File: src/rtl/multi_byte_add_sequencer_pkg.sv
// multi_byte_add_sequencer_pkg: shared FSM state type and sizing constants for the byte-serial adder
package multi_byte_add_sequencer_pkg;
  localparam int BYTE_W = 8;
  localparam int DEFAULT_NUM_BYTES = 4;
  typedef enum logic [1:0] {IDLE, ADD, DONE} state_t;
  function automatic int idx_width(input int n);
    return (n > 1) ? $clog2(n) : 1;
  endfunction
endpackage

File: src/rtl/multi_byte_add_sequencer_adder.sv
// eight_bit_adder: one byte slice with carry in and carry out
module eight_bit_adder
  import multi_byte_add_sequencer_pkg::*;
(
  input  logic [BYTE_W-1:0] a,
  input  logic [BYTE_W-1:0] b,
  input  logic              ci,
  output logic [BYTE_W-1:0] s,
  output logic              co
);
  assign {co, s} = {1'b0, a} + {1'b0, b} + {{BYTE_W{1'b0}}, ci};
endmodule

File: src/rtl/multi_byte_add_sequencer.sv
// multi_byte_add_sequencer: adds two NUM_BYTES-wide operands one byte per cycle through a single slice adder
module multi_byte_add_sequencer
  import multi_byte_add_sequencer_pkg::*;
#(
  parameter int NUM_BYTES = DEFAULT_NUM_BYTES
) (
  input  logic                      clk,
  input  logic                      rst,
  input  logic                      in_valid,
  output logic                      in_ready,
  input  logic [BYTE_W*NUM_BYTES-1:0] op_a,
  input  logic [BYTE_W*NUM_BYTES-1:0] op_b,
  input  logic                      cin,
  output logic                      out_valid,
  input  logic                      out_ready,
  output logic [BYTE_W*NUM_BYTES-1:0] result,
  output logic                      cout
);
  localparam int IDX_W = idx_width(NUM_BYTES);
  localparam logic [IDX_W-1:0] LAST = IDX_W'(NUM_BYTES - 1);
  state_t state_q, state_d;
  logic [IDX_W-1:0] idx_q, idx_d;
  logic carry_q, carry_d, cout_q, cout_d;
  logic [NUM_BYTES-1:0][BYTE_W-1:0] a_q, a_d, b_q, b_d, result_q, result_d;
  logic [BYTE_W-1:0] slice_sum;
  logic slice_co;
  eight_bit_adder u_slice (
    .a (a_q[idx_q]),
    .b (b_q[idx_q]),
    .ci(carry_q),
    .s (slice_sum),
    .co(slice_co)
  );
  always_comb begin
    state_d  = state_q;
    idx_d    = idx_q;
    carry_d  = carry_q;
    a_d      = a_q;
    b_d      = b_q;
    result_d = result_q;
    cout_d   = cout_q;
    if (state_q == IDLE && in_valid) begin
      a_d     = op_a;
      b_d     = op_b;
      carry_d = cin;
      idx_d   = '0;
      state_d = ADD;
    end else if (state_q == ADD) begin
      result_d[idx_q] = slice_sum;
      carry_d         = slice_co;
      idx_d           = idx_q + 1'b1;
      cout_d          = (idx_q == LAST) ? slice_co : cout_q;
      state_d         = (idx_q == LAST) ? DONE : ADD;
    end else if (state_q == DONE && out_ready) begin
      state_d = IDLE;
    end
  end
  always_ff @(posedge clk) begin
    if (rst) begin
      state_q  <= IDLE;
      idx_q    <= '0;
      carry_q  <= 1'b0;
      a_q      <= '0;
      b_q      <= '0;
      result_q <= '0;
      cout_q   <= 1'b0;
    end else begin
      state_q  <= state_d;
      idx_q    <= idx_d;
      carry_q  <= carry_d;
      a_q      <= a_d;
      b_q      <= b_d;
      result_q <= result_d;
      cout_q   <= cout_d;
    end
  end
  assign in_ready  = (state_q == IDLE);
  assign out_valid = (state_q == DONE);
  assign result    = result_q;
  assign cout      = cout_q;
endmodule

File: config.mk
export PLATFORM = sky130hd
export DESIGN_NAME = multi_byte_add_sequencer
export DESIGN_NICKNAME = d
export VERILOG_FILES = /design/src/rtl/multi_byte_add_sequencer_pkg.sv /design/src/rtl/multi_byte_add_sequencer_adder.sv /design/src/rtl/multi_byte_add_sequencer.sv
export SDC_FILE = /design/constraint.sdc
export NUM_CORES = 1
export LEC_CHECK = 0
export ABC_AREA = 1
export BUFFER_PORTS_ARGS = -buffer_cell sky130_fd_sc_hd__buf_2
export CAP_MARGIN = 20
export CORE_MARGIN = 8
export CORE_UTILIZATION = 30
export CTS_BUF_LIST = sky130_fd_sc_hd__clkbuf_4 sky130_fd_sc_hd__clkbuf_8
export DETAILED_ROUTE_END_ITERATION = 7
export GPL_TIMING_DRIVEN = 0
export PLACE_DENSITY = 0.51
export SLEW_MARGIN = 15
export SYNTH_ARGS = -nofsm -noshare
export SYNTH_HDL_FRONTEND = slang
export SYNTH_SLANG_ARGS = --single-unit
File: constraint.sdc
create_clock -name clk -period 4.2 [get_ports clk]
set_input_delay 0.42 -clock clk [delete_from_list [all_inputs] [get_ports clk]]
set_output_delay 0.42 -clock clk [all_outputs]
set_load 0.005 [all_outputs]
==> results.toml <==
[global_routing]
grt_pass1_vias = 4383
gr-total-overflow = 0
grt_max_degree = 15
antenna_found_initial = 0
gr-usage-all-layers_pct = 14.52
grt_pass1_wl_um = 22520

[clocking]
cts.sinks = 102
cts_tree = "built"
cts_resized = 0
clkTransAtPathRegs_ns = 0.09
cts_root_buffer = "clkbuf_8"
htree_levels = 3
cts_setup_buffers = 0
cts_made_buffers = 9
clk-insertion-delay-late_ns = 0.38
clockBufferDepth = 2
holdBufCountCts = 0

[timing]
final_hold_viol_count = 0
fin_setup_tns_ns = 0
slew_headroom_pct = 54.18
fin_hold_ws_ns = 0.2518
worstMarginPinSlew_ns = 0.6873
finalCritPeriodShare_pct = 72.13
grt_setup_unrepaired = "false"
timing.fmax_mhz = 330.1
fin_crit_ns = 3.029
maxSlewViolCount = 0
setup_viol = 0
skew_ns = 0.01399

[worst_setup_path]
worst-setup-path-type = "reg -> reg"
crit_buf_inv = 3
crit_required_ns = 4.48
cp_max_fo = 10
cpLargestDelayFamily = "simple AND/OR/NAND/NOR gates"
ff2ff_setup_slack_ns = 1.17
arrival_ns = 3.31
path_cells = "inv_1 > clkbuf_1 > nor2_1 > o22ai_1 > fa_1 > fa_1 > nand2_1 > nand3_1 > nand3_1 > nand2_1 > nand2_1 > nand3_1 > nand2_1 > inv_1"
slowest_delay_ns = 0.50
cp_common_cell = "nand2_1"
crit_path_end_kind = "flop"
start_kind = "flop"
crit_path_top_delay_cell = "dfxtp_1"

[place]
hpwl_um = 11190
portBuffers = 103
gp_congestion = 0.8741

[floorplan]
start_util_pct = 30.48
core_um2 = 15150
fp.dieW_um = 140.0
dieArea_um2 = 19610
num_rows = 45
ios = 104
die_y_um = 140.0

[routing]
dr.first_iter.drc_count = 340
drtAntennaViolNets = 0
drt_wl_total_um = 14110
drc = 0
avgViaCountPerCell = 4.748
dr.pass1.iters = 5
dr_total_vias = 4387
wl_per_cell_um = 15.27

[power]
p_leak_nw = 2.625
p_per_area_nw_per_um2 = 375.1
swShare_pct = 29.31
internal_power_mw = 1.471
power_frac_comb_pct = 19.4
irDropWorstVdd_mv = 0.1683
clockPowerShare_pct = 29.3
pwr-share-seq_pct = 51.3
p_sw_mw = 0.6100

[yosys]
avgSynthCellArea_um2 = 7.457
synth_fp_nets = 701
synth_cells = 619
netlist_area_um2 = 4616
yosys_warnings = 0
synth.distinct_cells = 34
ys_seq_area_share_pct = 44.24
ys_seq_elements = 102

[finish]
nets = 815
syn_to_final_growth_pct = 20.20
diodes = 0
post_route_cells_drive_above_1_share_pct = 20.38

[job]
maxCapViolations = 0

[status]
status = "finished, final reports clean"

[min_path]
hold_class = "in -> reg"
## per-stage QoR
stage	cells	area (µm²)	setup WS [ns]	util, %	total power, mW
after global placement	910	5366	1.298	35.43	1.487
after global routing	924	5548	0.8507	36.63	2.199
after detailed placement	910	5366	1.246	35.43	1.494
final	924	5548	1.171	36.63	2.081
after CTS	924	5548	1.182	36.63	2.101
after floorplan	619	4616	1.769	-	1.349
## worst paths after layout
path / start / endpoint / cells after the start
max: idx_q[0] / result[30] / 14
min: out_ready / state_q[1] / 2
min reg2reg: result[18] / result[18] / 2
max reg2reg: idx_q[0] / result[30] / 14
## cells in the mapped netlist, drive strengths merged
cell	number	area share [%]
clkinv	4	0.65
inv	41	3.4
dfxtp	102	44
o22ai	16	2.2
nor3	1	0.11
nand3	30	3.4
nand2	64	6.1
o21ai	100	11
fa	2	0.87
o21a	14	2.3
or2	1	0.14
ha	11	3.0
buf	19	3.4
nor2	166	14
a21oi	20	2.2
o211ai	8	1.3
xor2	1	0.19
nand3b	2	0.33
clkbuf	16	1.3
a221oi	1	0.19
## logic make-up (layout without fill, tap and decap cells)
kind of cell / count (synthesis) / in the layout / share of synthesized area (%)
simple gates: 264 / 264 / 23.96
compound gates: 159 / 159 / 18.95
flops: 102 / 102 / 44.24
buf+inv: 80 / 197 / 8.810
fa+ha+maj: 13 / 13 / 3.849
xor+xnor: 1 / 1 / 0.1898
## worst register-to-register path, stage by stage, from the launching register on
cell	delay (ns)
dfxtp_1	0.50
inv_1	0.16
clkbuf_1	0.29
nor2_1	0.18
o22ai_1	0.15
fa_1	0.45
fa_1	0.42
nand2_1	0.09
nand3_1	0.13
nand3_1	0.12
nand2_1	0.06
nand2_1	0.14
nand3_1	0.12
nand2_1	0.08
inv_1	0.04
## cell type report
| cell class | instances | area (µm²) |
|---|---|---|
| Buffer | 35 | 217.7 |
| Clock buffer | 12 | 146.4 |
| Fill cell | 1629 | 9598 |
| Clock inverter | 2 | 35.03 |
| Multi-Input combinational cell | 437 | 2167 |
| Tap cell | 188 | 235.2 |
| Sequential cell | 102 | 2042 |
| Timing Repair Buffer | 103 | 515.5 |
| Inverter | 45 | 188.9 |
## registers in the layout (all words and copies together), names as in the netlist
name,count
a_q,32
b_q,32
result,32
idx_q,2
state_q,2
carry_q,1
cout,1
## power by group through the flow
stage	logic, mW	clock network (mW)	registers [mW]
after floorplan	0.270	0	1.08
after global placement	0.398	0	1.09
after detailed placement	0.403	0	1.09
after CTS	0.405	0.628	1.07
after global routing	0.457	0.664	1.08
final	0.403	0.610	1.07
## layer usage
layer	GRT usage, %	up-vias	routed length [µm]
met5	0	-	0
met4	3.029	0	112
met3	5.063	10	1115
met2	23.48	144	6407
met1	18.31	1983	6469
li1	-	2250	-
## layout by cell type (no fill, tap or decap), types with 5 or more instances in the layout
cell / synthesis / layout
o21a_1: 14 / 14
dfxtp_1: 102 / 102
nand2_1: 57 / 57
o21ai_0: 94 / 94
o22ai_1: 16 / 16
nand3_1: 29 / 29
nand2_4: 5 / 5
clkbuf_1: 16 / 16
ha_1: 11 / 11
o211ai_1: 8 / 8
buf_4: 6 / 6
o21ai_1: 6 / 6
clkbuf_8: 0 / 9
nor2_1: 164 / 164
buf_2: 5 / 108
a21oi_1: 20 / 20
inv_1: 38 / 38
No activity file was read; power rests on OpenSTA's default activity.
